===== src/rtl/psum_out_reader.sv =====
// rtl/psum_out_reader.sv - buffers wide dual-core psum words and drains them one bw_psum slot per handshake.
// Optional sticky drop flag: define READER_OVF_DETECT_EN to add the overflow port.
module psum_out_reader #(
  parameter int col     = 8,
  parameter int bw      = 8,
  parameter int bw_psum = 2*bw+3,
  parameter int DEPTH   = 4
) (
  input  logic                        clk,
  input  logic                        reset,
  input  logic                        in_valid,
  input  logic [2*col*bw_psum-1:0]    in_data,
  output logic                        in_ready,
  output logic                        o_valid,
  output logic [bw_psum-1:0]          o_data,
  output logic [$clog2(2*col)-1:0]    o_idx,
  output logic                        o_last,
  input  logic                        o_ready
`ifdef READER_OVF_DETECT_EN
  ,output logic                       overflow
`endif
);

  localparam int SLOTS = 2*col;
  localparam int W     = SLOTS*bw_psum;
  localparam int PW    = $clog2(DEPTH);
  localparam int CW    = PW+1;
  localparam int IW    = $clog2(SLOTS);
  localparam logic [IW-1:0] LAST_IDX = IW'(SLOTS-1);
  localparam logic [CW-1:0] FULL_CNT = CW'(DEPTH);

  typedef enum logic {IDLE, STREAM} state_t;

  logic [W-1:0]  mem [DEPTH];
  logic [W-1:0]  head;
  logic [PW-1:0] wr_ptr, rd_ptr;
  logic [CW-1:0] count, count_next;
  state_t        state;
  logic          push, pop, beat;

  // in_ready looks only at the registered count, so a pop cannot free a slot for the same edge
  assign in_ready = (count != FULL_CNT);
  assign push     = in_valid && in_ready;
  assign beat     = o_valid && o_ready;
  assign pop      = beat && (o_idx == LAST_IDX);

  always_comb begin
    count_next = count;
    case ({push, pop})
      2'b10:   count_next = count + 1'b1;
      2'b01:   count_next = count - 1'b1;
      default: count_next = count;
    endcase
  end

  always_ff @(posedge clk) begin
    if (push) mem[wr_ptr] <= in_data;
  end

  assign head   = mem[rd_ptr];
  assign o_data = head[int'(o_idx)*bw_psum +: bw_psum];
  assign o_last = o_valid && (o_idx == LAST_IDX);

  always_ff @(posedge clk or negedge reset) begin
    if (!reset) begin
      state   <= IDLE;
      o_valid <= 1'b0;
      o_idx   <= '0;
      wr_ptr  <= '0;
      rd_ptr  <= '0;
      count   <= '0;
    end else begin
      count <= count_next;
      if (push) wr_ptr <= wr_ptr + 1'b1;
      if (pop)  rd_ptr <= rd_ptr + 1'b1;
      case (state)
        IDLE: begin
          if (push) begin
            state   <= STREAM;
            o_valid <= 1'b1;
          end
        end
        STREAM: begin
          if (beat) begin
            if (o_idx == LAST_IDX) begin
              o_idx <= '0;
              // stay streaming when another word is queued or arriving this edge
              if (count_next == '0) begin
                state   <= IDLE;
                o_valid <= 1'b0;
              end
            end else begin
              o_idx <= o_idx + 1'b1;
            end
          end
        end
        default: begin
          state   <= IDLE;
          o_valid <= 1'b0;
        end
      endcase
    end
  end

`ifdef READER_OVF_DETECT_EN
  always_ff @(posedge clk or negedge reset) begin
    if (!reset)                     overflow <= 1'b0;
    else if (in_valid && !in_ready) overflow <= 1'b1;
  end
`endif

endmodule


===== config.mk =====
export PLATFORM = sky130hd
export DESIGN_NAME = psum_out_reader
export DESIGN_NICKNAME = d
export VERILOG_FILES = /design/src/rtl/psum_out_reader.sv
export SDC_FILE = /design/constraint.sdc
export NUM_CORES = 1
export LEC_CHECK = 0
export BUFFER_PORTS_ARGS = -buffer_cell sky130_fd_sc_hd__buf_2
export CAP_MARGIN = 10
export CORE_UTILIZATION = 40
export CTS_CLUSTER_SIZE = 10
export DETAILED_ROUTE_END_ITERATION = 10
export GPL_TIMING_DRIVEN = 0
export HOLD_SLACK_MARGIN = 0.05
export SETUP_SLACK_MARGIN = 0.15
export SYNTH_ARGS = -nofsm -noshare
export SYNTH_HDL_FRONTEND = slang
export SYNTH_SLANG_ARGS = --single-unit

===== constraint.sdc =====
create_clock -name clk -period 20.7 [get_ports clk]
set_input_delay 2.07 -clock clk [delete_from_list [all_inputs] [get_ports clk]]
set_output_delay 2.07 -clock clk [all_outputs]
set_load 0.05 [all_outputs]

Yosys cells after proc, flatten, opt, wreduce, memory -nomap -nowiden:

Memories as Yosys holds them, arrays and structs flattened.
Cells that the tools add are included.

* divide/modulo/power cells: 0
* equality and inequality tests: 8
* multiplexer cells: 13
* bitwise operators: 1
* reductions and logical operators: 7
* $mul: 1
* $add $sub $neg: 5
* magnitude comparators: 0
* shifts and indexed selects: 1

Operators with widths (count)
* 304-bit by 10-bit variable part select with 19-bit output: 1
* 4-bit by 5-bit multiplier with 9-bit output, second input constant: 1
* 1-bit 2-to-1 mux: 9
* 2-bit by 1-bit inequality test with 1-bit output, second input constant: 3
* 3-bit case mux with 2 select lines: 1
* 2-bit by 1-bit adder with 2-bit output, second input constant: 2
* 4-bit by 1-bit adder with 4-bit output, second input constant: 1
* 4-bit == test, second input constant: 1
* 1-bit logical AND: 4
* 4-bit 2-to-1 mux: 1
* 1-bit case mux with 2 select lines: 2
* 4-bit AND reduction: 1
* 3-bit by 1-bit adder with 3-bit output, second input constant: 1
* 3-bit logical NOT: 1
* 3-bit inequality test, second input constant: 1
* 3-bit by 1-bit subtractor with 3-bit output, second input constant: 1
* 2-bit by 1-bit == test with 1-bit output, second input constant: 1
* 2-bit == test, second input constant: 1
* 2-bit inequality test, second input constant: 1
* 2-bit AND reduction: 1
* 1-bit inverter: 1

* word-level logic and storage cells: 43
* output and inout bits: 26
* bits in latches: 0
* bits in read-only memories: 0
* memory bits (writable): 1216
* register bits: 13
* bits of input ports: 308
* memories: 1

Memory list
* mem: depth 4, bits a word 304, rd ports 1, clocked after memory_dff 0, wr ports 1, line 34 `logic [W-1:0] mem [DEPTH];`

Longest topological paths before layout:

* depth after elaboration: 9
* gate-level depth with buffers: 11
* gate-level depth less buffers: 11

Worst setup path after synthesis:

OpenSTA, ideal clock, no wires.

* kind: input to register
* start: input in_valid
* end: memory mem[0][0] (netlist name), enable pin
* arrival time: 9.002 ns
* required time: 19.992 ns
* stages: 1
* slack: 10.990 ns
* path buffers: 0
* library setup time: 0.708 ns
* cells stage by stage: and3_1

* longest elaborated chain between the ends: 3

RTL lines
* from (decl): line 11 `input logic in_valid,`
* 1-bit logical AND: line 43 `assign push = in_valid && in_ready;`
* 1-bit 2-to-1 mux: line 57 `if (push) mem[wr_ptr] <= in_data;`
* 1-bit 2-to-1 mux (implied by the code): line 57
* to (decl): line 34

Every way passes these cells.

Worst setup path after layout:

* start: register o_idx[0]
* end: output o_data[3]

* longest elaborated chain between the ends: 2

RTL lines
* from (decl): line 16 `output logic [$clog2(2*col)-1:0] o_idx,`
* from (signal assigned): line 93 `o_idx <= o_idx + 1'b1;`
* 4-bit by 5-bit multiplier with 9-bit output: line 61 `assign o_data = head[int'(o_idx)*bw_psum +: bw_psum];`
* 304-bit by 10-bit variable part select with 19-bit output: line 61
* to (decl): line 15 `output logic [bw_psum-1:0] o_data,`

Every way passes these cells.

==> results.yml <==
cells_and_area:
  syn_to_final_growth_pct: 17.6
  fillers: 9562
  drive_gt1_frac: 0.361
  nets: 2930
clock_network:
  clk_latency_ns: 0.74
  cts_resized: 0
  cts_max_path_buffers: 3
  cts_buffers: 143
  cts_max_level: 4
  tritoncts: "done"
  post-cts-setup-buffer-count: 0
  cts_root_buf: "clkbuf_16"
  clk_pin_slew_ns: 0.06
  clock-sinks: 1229
  cts_hold_buf: 0
synthesis:
  synth_area_per_cell_um2: 22.3
  synthesis.nets: 2426
  synthesis.area_um2: 47100
  ys_types: 43
  ys_ff_latch: 1229
  synth_commonest_cells: "1216 x edfxtp_1, 266 x mux4_2, 97 x mux2_2"
  synth_largest_area_cell: "edfxtp_1"
  yosysWarnings: 0
  synth.area.top_cells: "edfxtp_1 77%, mux4_2 13%, mux2_2 2.3%, mux2i_1 0.81%, dfrtp_1 0.69%"
  netlist_instances: 2111
  synth_edf_count: 1216
  synth_seq_area_share: 0.782
  synth_most_common_cell: "edfxtp_1"
  ys.flop_type: "edfxtp_1"
  synth-async-reset-ratio: 0.0106
  synth_top_area_frac: 0.775
place:
  portBuffers: 333
  post-dp-hpwl_um: 86200
  gp_congestion: 0.801
global_route:
  grt_pass1_wl_um: 179000
  antenna_found_initial: 89
  grt_pass1_vias: 24637
  grt-ovfl-total: 0
  gr-usage-all-layers: 0.213
  grt_start_max_net_pins: 60
route:
  dr_total_vias: 23425
  firstDrtPassIters: 7
  drc: 0
  via_per_inst: 5.58
  ant_nets: 0
  routedWlPerCell_um: 30.1
  drt_iter0_drc: 2176
  routed_wl_um: 127000
sta:
  worst_pin_slew_ns: 1.27
  fin_crit_ns: 6.63
  slew-limit-headroom: 0.155
  drv_slew: 0
  finClkSkew_ns: 0.0274
  period_share: 0.320
  setup_viol: 0
  grt_setup_unrepaired: "no"
  max_freq_mhz: 151
  setup_tns_ns: 0
  hold_violations: 0
power:
  p_leak_uw: 0.0179
  peakVddDrop_mv: 0.146
  p_per_area_nw_per_um2: 148
  p_total_uw: 8220
floorplanning:
  dieHeight_um: 345
  std_cell_rows: 125
  initial_core_util: 0.404
  core_area_um2: 117000
  die_w_um: 345
  die_area_um2: 119000
  io_pins: 334
run_status:
  status: "finished, final reports clean"
worst_setup_path:
  crit_required_ns: 18.63
  r2r_cells: 11
  path_class: "reg2out"
  cp-start-kind: "register"
  worstPathArrival_ns: 4.56
  critPathMaxFanout: 10
  critPathCaptureType: "output port"
min_path:
  holdPathStages: 1
  worst_hold_path_type: "reg2reg"
run:
  maxCapViolCount: 0
-- cells in the final DEF (no fill, tap or decap), types with 24 or more instances in the layout --
cell	instances
edfxtp_1	1216
buf_2	371
a211oi_1	27
clkbuf_16	144
nand2_1	54
a22oi_1	27
o21ai_0	31
diode_2	24
mux4_2	266
clkbuf_1	60
mux2i_1	38
nor2_1	40
mux2_2	97
-- kinds of logic after synthesis --
group | after synthesis | share of synthesized area
mux | 401 | 0.158
fa+ha+maj | 7 | 0.00202
simple gates | 154 | 0.0151
flops | 1229 | 0.782
compound gates | 189 | 0.0281
buf+inv | 124 | 0.0134
xor+xnor | 7 | 0.00130
-- flip-flops by register name, indices dropped and copies added, names as in the netlist --
| signal | flops |
|---|---|
| o_valid | 1 |
| count | 3 |
| rd_ptr | 2 |
| mem | 1216 |
| state | 1 |
| o_idx | 4 |
| wr_ptr | 2 |
-- routing by layer --
layer | track usage | up-vias | part of all wire
met4 | 0.0661 | 74 | 0.029
li1 | - | 9930 | -
met1 | 0.272 | 12232 | 0.39
met5 | 0 | - | 0.0034
met2 | 0.341 | 913 | 0.48
met3 | 0.0745 | 276 | 0.092
-- metrics by stage --
| stage | setup slack (ns) | cells | util | hold slack [ns] | area [µm²] |
|---|---|---|---|---|---|
| floorplan | 10.99 | 2111 | - | 0.470 | 47100 |
| global placement | 5.24 | 3968 | 0.435 | 0.491 | 50700 |
| detailed placement | 14.82 | 3994 | 0.441 | 0.490 | 51400 |
| CTS | 13.98 | 4173 | 0.475 | 0.502 | 55400 |
| global route | 13.90 | 4181 | 0.476 | 0.539 | 55400 |
| finish | 14.07 | 4197 | 0.476 | 0.505 | 55400 |
-- power by group --
group          switching [µW]  total, µW  internal (µW)
Clock                     938       2200           1270
Sequential                100       3370           3270
Combinational            1680       2640            965
-- worst max-delay path, cell delays in order, from the launching register on --
cell and delay (ns):
dfrtp_1 0.38, buf_2 0.37, nor2b_1 0.18, clkbuf_1 0.63, clkbuf_1 0.50, a22oi_1 0.19, a31oi_1 0.51, o21ai_0 0.40
o41ai_1 0.24, buf_2 0.38
-- final timing paths --
kind | start | endpoint | slack [ns]
setup / recovery | o_idx[0] | o_data[3] | 14.07
hold / removal | count[2] | count[2] | 0.50
setup reg to reg | o_idx[2] | o_valid | 17.56
hold reg to reg | count[2] | count[2] | 0.50
max in group asynchronous | reset | count[2] | 19.25
min in group asynchronous | reset | wr_ptr[0] | 1.21
-- layout make-up --
| cell class | count | area (µm²) | share of cell area |
|---|---|---|---|
| flip-flops and latches | 1229 | 36800 | 0.664 |
| multi-input cells | 758 | 9680 | 0.175 |
| clock buffers | 159 | 3660 | 0.0660 |
| repair buffers | 359 | 2350 | 0.0424 |
| well taps | 1524 | 1910 | 0.0344 |
| plain buffers | 119 | 613 | 0.0111 |
| clock inverters | 20 | 319 | 0.00575 |
| diodes | 24 | 60.1 | 0.00108 |
| inverters | 5 | 18.8 | 0.000338 |
Note: power is estimated with default switching activity, not from simulation.
